[src/rtl/l2_line_responder.sv]
// l2_line_responder: direct-mapped, write-back, write-allocate L2 line cache.
// Serves one L1 line request at a time; misses go to physical memory through
// a pmem read/write/resp handshake.
//
// Handshake semantics (both sides): a requester raises read or write and
// holds it, together with address and data, until the responder returns a
// single-cycle resp pulse; the request is considered consumed on that pulse.
module l2_line_responder #(
   parameter int SETS   = 8,
   parameter int ADDR_W = 16,
   parameter int LINE_W = 128
) (
   input  logic              clk,
   input  logic              rst_n,
   input  logic              mem_read,
   input  logic              mem_write,
   input  logic [ADDR_W-1:0] mem_addr,
   input  logic [LINE_W-1:0] mem_wdata,
   output logic [LINE_W-1:0] mem_rdata,
   output logic              mem_resp,
   output logic              pmem_read,
   output logic              pmem_write,
   output logic [ADDR_W-1:0] pmem_addr,
   output logic [LINE_W-1:0] pmem_wdata,
   input  logic [LINE_W-1:0] pmem_rdata,
   input  logic              pmem_resp
);

   localparam int IDX_W  = $clog2(SETS);
   localparam int LADR_W = ADDR_W - 4;
   localparam int TAG_W  = ADDR_W - 4 - IDX_W;

   typedef enum logic [2:0] {
      S_IDLE      = 3'd0,
      S_CHECK     = 3'd1,
      S_WRITEBACK = 3'd2,
      S_FILL      = 3'd3,
      S_DONE      = 3'd4
   } state_t;

   state_t              state_q, state_d;
   logic                req_wr_q, req_wr_d;
   logic [LADR_W-1:0]   req_line_q, req_line_d;
   logic [LINE_W-1:0]   req_wdata_q, req_wdata_d;
   logic [SETS-1:0]     valid_q, valid_d;
   logic [SETS-1:0]     dirty_q, dirty_d;

   // Line storage and tags carry no reset; valid bits qualify them.
   logic [LINE_W-1:0]   data_q [SETS];
   logic [TAG_W-1:0]    tag_q  [SETS];

   logic                line_we;
   logic [LINE_W-1:0]   line_wdata;

   logic [IDX_W-1:0]    idx;
   logic [TAG_W-1:0]    req_tag;
   logic                hit;

   // Byte-offset bits select nothing inside a full-line transfer.
   logic                unused_offset;
   assign unused_offset = ^mem_addr[3:0];

   assign idx     = req_line_q[IDX_W-1:0];
   assign req_tag = req_line_q[LADR_W-1:IDX_W];
   assign hit     = valid_q[idx] && (tag_q[idx] == req_tag);

   // Next-state, array write controls and all outputs for the request FSM.
   always_comb begin
      state_d     = state_q;
      req_wr_d    = req_wr_q;
      req_line_d  = req_line_q;
      req_wdata_d = req_wdata_q;
      valid_d     = valid_q;
      dirty_d     = dirty_q;
      line_we     = 1'b0;
      line_wdata  = req_wdata_q;
      mem_resp    = 1'b0;
      mem_rdata   = '0;
      pmem_read   = 1'b0;
      pmem_write  = 1'b0;
      pmem_addr   = '0;
      pmem_wdata  = '0;

      case (state_q)
         S_IDLE: begin
            if (mem_read || mem_write) begin
               // Read wins when both strobes are raised together.
               req_wr_d    = !mem_read;
               req_line_d  = mem_addr[ADDR_W-1:4];
               req_wdata_d = mem_wdata;
               state_d     = S_CHECK;
            end
         end

         S_CHECK: begin
            if (!req_wr_q) begin
               if (hit) begin
                  mem_resp  = 1'b1;
                  mem_rdata = data_q[idx];
                  state_d   = S_DONE;
               end else if (valid_q[idx] && dirty_q[idx]) begin
                  state_d = S_WRITEBACK;
               end else begin
                  state_d = S_FILL;
               end
            end else begin
               // Full-line write: no fill needed unless a dirty victim blocks it.
               if (hit || !valid_q[idx] || !dirty_q[idx]) begin
                  line_we      = 1'b1;
                  line_wdata   = req_wdata_q;
                  valid_d[idx] = 1'b1;
                  dirty_d[idx] = 1'b1;
                  mem_resp     = 1'b1;
                  state_d      = S_DONE;
               end else begin
                  state_d = S_WRITEBACK;
               end
            end
         end

         S_WRITEBACK: begin
            pmem_write = 1'b1;
            pmem_addr  = {tag_q[idx], idx, 4'b0000};
            pmem_wdata = data_q[idx];
            if (pmem_resp) begin
               dirty_d[idx] = 1'b0;
               state_d      = req_wr_q ? S_CHECK : S_FILL;
            end
         end

         S_FILL: begin
            pmem_read = 1'b1;
            pmem_addr = {req_tag, idx, 4'b0000};
            if (pmem_resp) begin
               line_we      = 1'b1;
               line_wdata   = pmem_rdata;
               valid_d[idx] = 1'b1;
               dirty_d[idx] = 1'b0;
               state_d      = S_CHECK;
            end
         end

         S_DONE: begin
            // One dead cycle so a request still held by the L1 is not re-served.
            state_d = S_IDLE;
         end

         default: begin
            state_d = S_IDLE;
         end
      endcase
   end

   // FSM state, captured request and per-line valid/dirty bits.
   always_ff @(posedge clk) begin
      if (!rst_n) begin
         state_q     <= S_IDLE;
         req_wr_q    <= 1'b0;
         req_line_q  <= '0;
         req_wdata_q <= '0;
         valid_q     <= '0;
         dirty_q     <= '0;
      end else begin
         state_q     <= state_d;
         req_wr_q    <= req_wr_d;
         req_line_q  <= req_line_d;
         req_wdata_q <= req_wdata_d;
         valid_q     <= valid_d;
         dirty_q     <= dirty_d;
      end
   end

   // Line data and tag array update on write-allocate or fill.
   always_ff @(posedge clk) begin
      if (rst_n && line_we) begin
         data_q[idx] <= line_wdata;
         tag_q[idx]  <= req_tag;
      end
   end

endmodule

[config.mk]
export PLATFORM = sky130hd
export DESIGN_NAME = l2_line_responder
export DESIGN_NICKNAME = d
export VERILOG_FILES = /design/src/rtl/l2_line_responder.sv
export SDC_FILE = /design/constraint.sdc
export NUM_CORES = 1
export LEC_CHECK = 0
export ABC_CLOCK_PERIOD_IN_PS = 23300
export CAP_MARGIN = 40
export CORE_AREA = 2 2 339 341
export DETAILED_ROUTE_END_ITERATION = 8
export DIE_AREA = 0 0 341 343
export PLACE_DENSITY = 0.65
export SYNTH_ARGS = -nofsm -noshare
export SYNTH_HDL_FRONTEND = slang
export SYNTH_SLANG_ARGS = --single-unit
[constraint.sdc]
create_clock -name clk -period 23.3 [get_ports clk]
set_input_delay 3.495 -clock clk [delete_from_list [all_inputs] [get_ports clk]]
set_output_delay 3.495 -clock clk [all_outputs]
set_load 0.02 [all_outputs]
; ---- Word level (Yosys, flattened, before mapping)
; Memory sizes are Yosys's and may differ from the RTL's. A register that Yosys moved wholly into a read port is not among the register bits.
; Index checks and enable logic that the tools add are counted.
[totals]
regBits = 160
ramBits = 1096
out_inout_bits = 275
word_cells = 87
mem_count = 2
[op_classes]
magnitude_cmp = 2
eq_ne = 10
mux = 45
bitwise_logic = 4
reduce_logical = 18
[memory_table]
columns = name, words, word_bits, rd, rd_ports_with_merged_regs, wr, line
row1 = data_q, 8, 128, 1, 1, 1, 49  ; logic [LINE_W-1:0] data_q [SETS];
row2 = tag_q, 8, 9, 1, 1, 1, 50  ; logic [TAG_W-1:0] tag_q [SETS];
[op_table]
columns = operator, n
row1 = two-way mux 128 bit, 6
row2 = two-way mux 8 bit, 6
row3 = case mux 16 bit (2 select lines), 1
row4 = case mux 8 bit (2 select lines), 2
row5 = two-way mux 3 bit, 10
row6 = bitwise OR 8 bit, 2
row7 = two-way mux 1 bit, 14
row8 = case mux 3 bit (4 select lines), 1
row9 = != test 2 bit (second input constant), 5
row10 = == test 9 bit, 1
row11 = bitwise AND 8 bit, 1
row12 = inverter 8 bit, 1
row13 = AND reduction 4 bit, 2
row14 = binary-select mux 1 bit (select 3 bit), 2
row15 = == test 3 x 2 -> 1 bit (second input constant), 2
row16 = logical AND 1 bit, 4
row17 = < comparator 3 x 4 -> 1 bit (second input constant), 1
row18 = nonzero test 2 bit, 2
row19 = demux 1 bit (select 3 bit), 1
row20 = == test 3 x 1 -> 1 bit (second input constant), 1
row21 = greater-or-equal comparator 3 x 1 -> 1 bit (second input constant), 1
row22 = zero test 1 bit, 3
row23 = zero test 3 bit, 1
row24 = logical OR 1 bit, 3
row25 = 6 further kinds, 6

; ---- Logic depth before layout (Yosys ltp)
[logic_depth]
word_depth = 11
mapped_depth = 12

; ---- Worst setup path after synthesis
; No wires, ideal clock.
[synth_path]
kind = input port to flip-flop
start = input port pmem_resp
end = memory data_q[6][0] (enable)
arrival_ns = 9.884
required_ns = 22.664
path_slack_ns = 12.781
stages = 5
path_buffers = 1
cell_sequence = inv_1 -> nor3_1 -> a221oi_2 -> buf_2 -> nor2_1
[synth_between]
elab_chain_cells = 5
[synth_lines]
columns = item, line
row1 = start: declaration, 26  ; input logic pmem_resp
row2 = two-way mux 1 bit, 134  ; if (pmem_resp) begin
row3 = case mux 1 bit (2 select lines), 84  ; case (state_q)
row4 = logical AND 1 bit, 175  ; if (rst_n && line_we) begin
row5 = two-way mux 1 bit, 175
row6 = two-way mux 1 bit (not written as such), 176  ; data_q[idx] <= line_wdata;
row7 = end: declaration, 49
; Every way passes these cells.

==> flow_summary.ini <==
[run_status]
outcome = completed

[sta]
hold_viol_final = 0
setup_viol = 0
worstMarginPinSlew_ps = 1010
drv_slew = 0
setup_tns_ps = 0
fin_crit_sh = 0.390
fmax_mhz = 110
fin_skew_ps = 36.9
rsz0062_at_grt = no
finalCriticalPeriod_ps = 9090
relSlewSlack = 0.324

[placement]
gp_congestion = 0.777
portBuffers = 543
placed_area_sq_um = 57100
dp_cells = 4777
dp_hpwl_mm = 67.5

[clock_tree]
cts_tree = done
cts_buffer_depth = 3
ctsResizeCount = 0
cts_max_level = 4
clock-sinks = 1259
cts-buffers-inserted = 133
clk_pin_slew_ps = 60
hold_buffers = 0
clk_latency_ps = 750
cts_setup_buffers = 0
cts_root_buf = clkbuf_16

[routing]
totalWireLength_mm = 114
wl_per_cell_microns = 22.7
vias = 26900
viasPerCell = 5.35
detail-route-antenna-nets = 0
drt_iter0_drc = 1961
dr.pass1.iters = 6
drc = 0

[grt]
grt_pass1_vias = 27500
grt_use_total = 0.194
antenna_found_initial = 4
grt-ovfl-total = 0
grt_pass1_wl_mm = 170
grt_max_degree = 133

[yosys]
synth_compound_area_frac = 0.0212
synth-async-reset-ratio = 0
muxShareOfSynthArea = 0.182
synthTopCellsByArea = edfxtp_1 (66%), mux4_2 (12%), dfxtp_1 (6.6%)
yosysWarnings = 0
ys_seq_elements = 1259
synth_top_cell_area_share = 0.663
synth_edf_count = 1096
netlist_top_cells_count = edfxtp_1 (1096), nand2_1 (300), nor2_1 (297)
synth_cell_types = 49
ys.flop_type = edfxtp_1
synth_top_cell_by_area = edfxtp_1
synth_xor_area_frac = 0.00141
yosys.area_share.simple = 0.0505
seq_area_frac_synth = 0.729
avgSynthCellArea_sq_um = 17.5
yosysMostFrequentCell = edfxtp_1
syn_inst = 2839
synth_adder_area_share = 0
synth_top_family_by_area = multiplexers
syn_area_sq_um = 49600

[finish]
nFillCells = 8986
finalInstanceArea_sq_um = 61500
syn2layout_area_growth_pct = 23.9
multiInputGateArea_sq_um = 12700
final_nets = 3677
regArea_sq_um = 36200
stdcell_count = 5020
drive_gt1_frac = 0.194

[power]
power.leakage_uw = 0.0199
power_density_nw_per_um2 = 85.4
ir_drop_uv = 61.5

[floorplan]
core_area_sq_um = 113000
die_h_microns = 343
rows = 124
die_area_sq_um = 117000
io_pins = 552
fp.dieW_microns = 341
start_util = 0.437

[critical_path]
worst-setup-path-type = reg2out
worstSetupEndpointType = output pin
cp-start-kind = register
crit_fanout = 102
required_ps = 19810
cp.arrival_ps = 5600

[min_path]
min_path_type = reg2reg

[job]
drv_cap = 0
-- kinds of logic (layout without fill, tap and decap cells) --
family,Yosys count,count (layout)
AO/OA/AOI/OAI,196,196
XOR/XNOR,8,8
buffers and inverters,191,856
flip-flops,1259,1259
multiplexers,547,547
other,1,5
AND/OR/NAND/NOR,637,637
-- cell usage in the layout, fill, tap and decap left out, drive strengths merged, types with 8 or more instances in the layout --
cell type / n
o21ai: 21
edfxtp: 1096
mux4: 269
a31oi: 8
nor2: 297
bufinv: 13
clkdlybuf4s50: 543
inv: 17
mux2i: 146
clkbuf: 167
a21oi: 151
clkinv: 48
mux2: 132
dfxtp: 163
buf: 63
nand2: 300
-- final cells by class --
cell class	count	share of cell area
clock buffer	167	0.0569
timing repair buffer	606	0.102
inverter	8	0.000570
clock inverter	75	0.0138
sequential	1259	0.589
multi-input combinational	1392	0.207
antenna	1	0.0000407
tap	1512	0.0308
-- power by group --
part | switching, uW | internal [uW]
sequential | 30.5 | 2540
clock | 864 | 1220
combinational | 342 | 257
total | 1240 | 4020
-- per-stage QoR --
step | hold slack, ps | worst slack, ps | power (uW) | util
3_3_place_gp | 435 | 14850 | 3210 | 0.500
2_1_floorplan | 420 | 12780 | 2990 | -
4_1_cts | 452 | 13980 | 5320 | 0.542
6_report | 450 | 14210 | 5250 | 0.542
5_1_grt | 465 | 13680 | 5440 | 0.542
3_5_place_dp | 443 | 14790 | 3230 | 0.504
-- worst max-delay path, stage by stage, from the launching register on --
cell and delay, ps:
dfxtp_4 350, buf_12 620, buf_4 770, mux2_2 410, o22ai_1 230, or3_1 150
nand3_1 160, nor4_4 540, nand4_1 180, buf_4 330, nor2_1 300, clkdlybuf4s50_1 650
-- state kept, by name, summed over array words and instances (netlist names), named ones only --
register / flops
req_line_q: 12
req_wr_q: 1
valid_q: 8
data_q: 1024
tag_q: 72
req_wdata_q: 128
state_q: 3
-- worst paths after layout --
path | slack [ps] | endpoint | depth (start not counted) | start
setup / recovery | 14210 | mem_rdata[16] | 11 | register
hold / removal | 450 | req_wdata_q[103] | 2 | req_wdata_q[103]
setup reg to reg | 17340 | data_q[7][93] | 12 | register
hold reg to reg | 450 | req_wdata_q[103] | 2 | req_wdata_q[103]
-- metal layers --
metal  up-vias  GRT usage  share of wire
li1      12100          -              -
met1     13800      0.262           0.43
met2       826      0.329           0.50
met3       120     0.0347          0.057
met4         0     0.0480          0.016
met5         -          0              0
Note: power is estimated with default switching activity, not from simulation.
